`config.mk`:
```
export PLATFORM = sky130hd
export DESIGN_NAME = sysu_rom_player
export DESIGN_NICKNAME = d
export VERILOG_FILES = /design/src/rtl/sysu_rom_player.sv
export SDC_FILE = /design/constraint.sdc
export NUM_CORES = 1
export LEC_CHECK = 0
export ABC_AREA = 1
export CAP_MARGIN = 20
export CORE_UTILIZATION = 39
export DETAILED_ROUTE_END_ITERATION = 8
export PLACE_DENSITY = 0.74
export SYNTH_ARGS = -nofsm -noshare
export SYNTH_HDL_FRONTEND = slang
export SYNTH_SLANG_ARGS = --single-unit
```
`constraint.sdc`:
```
create_clock -name CLK -period 1.3 [get_ports CLK]
set_input_delay 0.195 -clock CLK [delete_from_list [all_inputs] [get_ports CLK]]
set_output_delay 0.195 -clock CLK [all_outputs]
set_load 0.005 [all_outputs]
```
`src/rtl/sysu_rom_player.sv`:
```
// Parameterised ROM with a one-cycle random-read port and a streaming playback engine
// (start address, length, optional loop) behind a VALID/READY handshake.
module sysu_rom_player #(
  parameter int unsigned           DW   = 8,
  parameter int unsigned           AW   = 3,
  parameter logic [DW*(2**AW)-1:0] INIT = '0
) (
  input  logic          CLK,
  input  logic          RST_N,
  input  logic [AW-1:0] A,
  input  logic          RD,
  input  logic          START,
  input  logic [AW-1:0] SADDR,
  input  logic [AW-1:0] LEN,
  input  logic          LOOP,
  input  logic          STOP,
  input  logic          READY,
  output logic [DW-1:0] Dout,
  output logic          VALID,
  output logic          BUSY,
  output logic          DONE
);

  typedef enum logic [1:0] {StIdle, StRval, StPlay} state_e;

  state_e        state_q, state_d;
  logic [DW-1:0] dout_q, dout_d;
  logic          valid_q, valid_d;
  logic          done_q, done_d;
  logic [AW-1:0] ptr_q, ptr_d;
  logic [AW-1:0] cnt_q, cnt_d;
  logic          loop_q, loop_d;
  logic [AW-1:0] saddr_q, saddr_d;
  logic [AW-1:0] len_q, len_d;
  logic [AW-1:0] ptr_inc;

  function automatic logic [DW-1:0] rom_word(input logic [AW-1:0] addr);
    return INIT[int'(addr)*int'(DW) +: DW];
  endfunction

  // Pointer wraps naturally at DEPTH because it is exactly AW bits wide.
  assign ptr_inc = ptr_q + AW'(1);

  always_comb begin
    state_d = state_q;
    dout_d  = dout_q;
    valid_d = valid_q;
    done_d  = 1'b0;
    ptr_d   = ptr_q;
    cnt_d   = cnt_q;
    loop_d  = loop_q;
    saddr_d = saddr_q;
    len_d   = len_q;
    unique case (state_q)
      StIdle: begin
        if (START) begin
          ptr_d   = SADDR;
          cnt_d   = LEN;
          loop_d  = LOOP;
          saddr_d = SADDR;
          len_d   = LEN;
          dout_d  = rom_word(SADDR);
          valid_d = 1'b1;
          state_d = StPlay;
        end else if (RD) begin
          dout_d  = rom_word(A);
          valid_d = 1'b1;
          state_d = StRval;
        end
      end
      StRval: begin
        if (STOP || READY) begin
          valid_d = 1'b0;
          state_d = StIdle;
        end
      end
      StPlay: begin
        if (STOP) begin
          valid_d = 1'b0;
          state_d = StIdle;
        end else if (valid_q && READY) begin
          if (cnt_q != '0) begin
            ptr_d  = ptr_inc;
            cnt_d  = cnt_q - AW'(1);
            dout_d = rom_word(ptr_inc);
          end else if (loop_q) begin
            ptr_d  = saddr_q;
            cnt_d  = len_q;
            dout_d = rom_word(saddr_q);
          end else begin
            valid_d = 1'b0;
            done_d  = 1'b1;
            state_d = StIdle;
          end
        end
      end
      default: begin
        valid_d = 1'b0;
        state_d = StIdle;
      end
    endcase
  end

  always_ff @(posedge CLK or negedge RST_N) begin
    if (!RST_N) begin
      state_q <= StIdle;
      dout_q  <= '0;
      valid_q <= 1'b0;
      done_q  <= 1'b0;
      ptr_q   <= '0;
      cnt_q   <= '0;
      loop_q  <= 1'b0;
      saddr_q <= '0;
      len_q   <= '0;
    end else begin
      state_q <= state_d;
      dout_q  <= dout_d;
      valid_q <= valid_d;
      done_q  <= done_d;
      ptr_q   <= ptr_d;
      cnt_q   <= cnt_d;
      loop_q  <= loop_d;
      saddr_q <= saddr_d;
      len_q   <= len_d;
    end
  end

  assign Dout  = dout_q;
  assign VALID = valid_q;
  assign BUSY  = (state_q != StIdle);
  assign DONE  = done_q;

endmodule

```
# After elaboration in Yosys (flattened, before gate mapping)
# Cells that the tools add are included.
# W data, S select, Z words.
# word_totals
regBits	25
out_inout_bits	11
wordCells	76
# classes
add_sub_neg	2
n_eq_ne	11
shifts	4
muxes	40
n_reduce_logical	10
# ops
cell	n
$shiftx A64 B7 Y8 const A	4
$mux W8	6
$mux W3	10
$pmux W8 S2	1
$ne A3 B3 Y1 const B	5
$reduce_and A5 Y1	3
$mux W2	7
$mux W1	12
$pmux W3 S2	2
$ne A2 B2 Y1 const B	4
$pmux W2 S3	1
$reduce_bool A2 Y1	2
$add A3 B1 Y3 const B	1
$pmux W1 S3	1
$reduce_bool A3 Y1	1
$sub A3 B1 Y3 const B	1
$eq A2 B1 Y1 const B	1
$eq A2 B2 Y1 const B	1
$logic_not A2 Y1	1
$reduce_and A2 Y1	1
$logic_and A1 B1 Y1	1
$logic_or A1 B1 Y1	1

# Longest topological paths before layout
# logic_depth
word_depth	6
mapped_depth	9
mapped_depth_nobuf	9

# Least setup slack after synthesis
# OpenSTA, ideal clock, no wires.
# synth_timing
kind	reg-to-reg
start	register cnt_q[0]
end	register valid_q (netlist: VALID)
setup_time_ns	0.117
arrival_ns	1.148
path_slack_ns	0.036
path_stages_with_launch	10
n_path_buf	0
synth_period_minus_slack_ns	1.264
path_cell_list	dfrtp_1 -> inv_1 -> ha_1 -> inv_1 -> nor2_1 -> nand3_1 -> nand2_1 -> nand2_1 -> nand2_1 -> nand2_1
# synth_via
elab_chain_cells	3
# synth_lines
element	line_no	text
from (decl)	31	logic [AW-1:0] cnt_q, cnt_d;
from (signal assigned)	121	cnt_q <= cnt_d;
$reduce_bool A3 Y1	82	if (cnt_q != '0) begin
$ne A3 B3 Y1 (no line)	-	
$reduce_and A5 Y1 (no line)	-	
to (signal assigned)	118	valid_q <= valid_d;
to (decl)	28	logic valid_q, valid_d;
# Every way passes these cells.
# A chain may end at the register's enable or synchronous reset.

# Final worst setup path
# layout_timing
start	register cnt_q[1]
end	register valid_q (netlist: VALID)
# Same word-level chain as after synthesis.

==> results.json <==
{
  "skew_ns": 0.00430,
  "n_antenna_cell": 0,
  "die_area_um2": 2070,
  "clock_path_buffers": 2,
  "globalplace.congestion": 0.752,
  "power_density_nw_per_um2": 2160,
  "numPortBuffers": 12,
  "finish.utilization": 0.594,
  "dp.cells": 149,
  "rsz0062_at_grt": "true",
  "hold_class": "in2async",
  "stdcell_count": 156,
  "synthToLayoutAreaGrowth_pct": 40.3,
  "num-fill-cells": 165,
  "dp.final_hpwl_um": 1130,
  "cellLeakagePower_uw": 0.000573,
  "synthDistinctLibCells": 16,
  "nets": 150,
  "wl_per_cell_um": 9.87,
  "core_area_um2": 1750,
  "yosys_warnings": 0,
  "grt_util_all_layers": 0.162,
  "grt_pass1_wl_um": 2390,
  "ant_nets": 0,
  "htreeDepth": 1,
  "cts_hold_buf": 0,
  "post-route-min-period_ns": 1.24,
  "ir_drop_v": 0.000906,
  "io_pins": 27,
  "hold_violations": 0,
  "rows": 15,
  "first_iter_violations": 14,
  "drv_slew": 0,
  "status": "completed",
  "routed_wl_um": 1540,
  "syn_area_um2": 739,
  "yosysSeqAreaShare": 0.372,
  "worstSkewPairLatency_ns": 0.26,
  "syn_avg_cell_area_um2": 7.18,
  "viasPerCell": 4.27,
  "worstSetupPathType": "reg2reg",
  "setup_viol": 0,
  "path_max_fanout": 4,
  "grt-ovfl-total": 0,
  "synthCells": 103,
  "cts_buffers": 3,
  "grt_pass1_vias": 586,
  "cts-root-buf": "clkbuf_4",
  "multiInputGateArea_um2": 427,
  "drv_cap": 0,
  "vias": 666,
  "start_kind": "register",
  "cts.sinks": 11,
  "cts_tree": "done",
  "firstDrtPassIters": 4,
  "die_h_um": 45.5,
  "r2r_cells": 9,
  "cts.clk_slew.worst_paths_ns": 0.07,
  "grt_start_max_net_pins": 12,
  "ys_seq_elements": 11,
  "critPathCaptureType": "register",
  "antenna_found_initial": 0,
  "crit_arrival_ns": 1.40,
  "layout-drive-gt1-share": 0.275,
  "period_share": 0.956,
  "fmax_mhz": 805,
  "crit_required_ns": 1.46,
  "start_util": 0.424,
  "die_x_um": 45.5,
  "drc": 0,
  "regArea_um2": 275
}
## layer usage
| metal | up-vias | GRT usage | routed length [um] |
|---|---|---|---|
| met3 | 0 | 0.0476 | 28 |
| met5 | - | 0 | 0 |
| met2 | 9 | 0.274 | 799 |
| li1 | 351 | - | - |
| met1 | 306 | 0.202 | 712 |
| met4 | 0 | 0.0364 | 0 |
## worst max-delay path, stage by stage (launching register included)
cell,delay (ns)
dfrtp_1,0.39
inv_2,0.09
ha_4,0.14
inv_2,0.05
nor2_4,0.11
nand3_1,0.10
nand2_2,0.10
nand2_1,0.05
nand2_1,0.05
nand2_1,0.05
## report_power, final
| part | leakage [uW] | internal, uW | switching [uW] | total (uW) |
|---|---|---|---|---|
| logic | 0.000424 | 644 | 761 | 1400 |
| registers | 0.000134 | 495 | 106 | 601 |
| clock network | 0.0000150 | 119 | 114 | 233 |
| total | 0.000573 | 1260 | 981 | 2240 |
## synthesized netlist by cell type
library cell,n,area share
conb_1,1,0.0051
dfrtp_1,11,0.37
nor2_1,11,0.056
nand3_1,9,0.061
nand2_4,3,0.046
nand2_2,1,0.0085
inv_4,1,0.0085
nor3_1,1,0.0068
inv_1,12,0.061
inv_2,1,0.0051
a21oi_4,1,0.022
ha_1,2,0.034
nand2_1,36,0.18
a21oi_1,3,0.020
nor2_4,2,0.030
buf_4,8,0.081
## through the flow
stage	instance area (um^2)	setup WS, ns	hold WS (ns)	power (uW)	setup TNS (ns)
2_1_floorplan	766	0.0357	-0.101	1350	0
3_3_place_gp	932	-0.0555	0.471	1740	-0.162
3_5_place_dp	932	-0.0761	0.474	1780	-0.302
4_1_cts	997	-0.00884	0.214	2120	-0.00884
5_1_grt	1040	-0.00739	0.210	2430	-0.00739
6_report	1040	0.0574	0.212	2240	0
## registers in the layout, indices dropped and copies added (netlist names)
signal / flops
DONE: 1
state_q: 2
cnt_q: 3
loop_q: 1
len_q: 3
VALID: 1
## timing repair
item                                    in CTS  in global routing
endpoints found under the hold margin        0                  0
pin swaps                                    1                  5
gates resized for setup                      9                 11
setup buffers                                2                  2
endpoints found under the setup margin       8                  7
## path summary, 6_finish.rpt
| kind | endpoint | slack [ns] | from |
|---|---|---|---|
| setup / recovery | VALID | 0.06 | cnt_q[1] |
| hold / removal | cnt_q[2] | 0.21 | RST_N |
| setup reg to reg | VALID | 0.06 | cnt_q[1] |
| hold reg to reg | len_q[2] | 0.49 | len_q[2] |
| max in group asynchronous | len_q[0] | 0.94 | RST_N |
| min in group CLK | len_q[2] | 0.49 | len_q[2] |
## logic make-up (layout without fill, tap and decap cells)
kind of cell / Yosys count / count (layout) / synth area share
compound gates: 4 / 4 / 0.0423
fa+ha+maj: 2 / 2 / 0.0338
buf+inv: 22 / 43 / 0.156
flops: 11 / 11 / 0.372
other cells: 1 / 8 / 0.00507
simple gates: 63 / 63 / 0.391
## cells in the final DEF, fill, tap and decap left out, drive strengths merged
cell,n
a21oi,4
buf,13
clkbuf,4
clkdlybuf4s15,1
clkdlybuf4s50,9
conb,8
dfrtp,11
dlygate4sd2,1
dlymetal6s2s,1
ha,2
inv,14
nand2,40
nand3,9
nor2,13
nor3,1
## cell type report
class | instances | share of cell area
Inverter | 14 | 0.0531
Sequential cell | 11 | 0.265
Tap cell | 25 | 0.0302
Timing Repair Buffer | 25 | 0.215
Clock buffer | 4 | 0.0253
Multi-Input combinational cell | 77 | 0.411
Note: power is estimated with default switching activity, not from simulation.
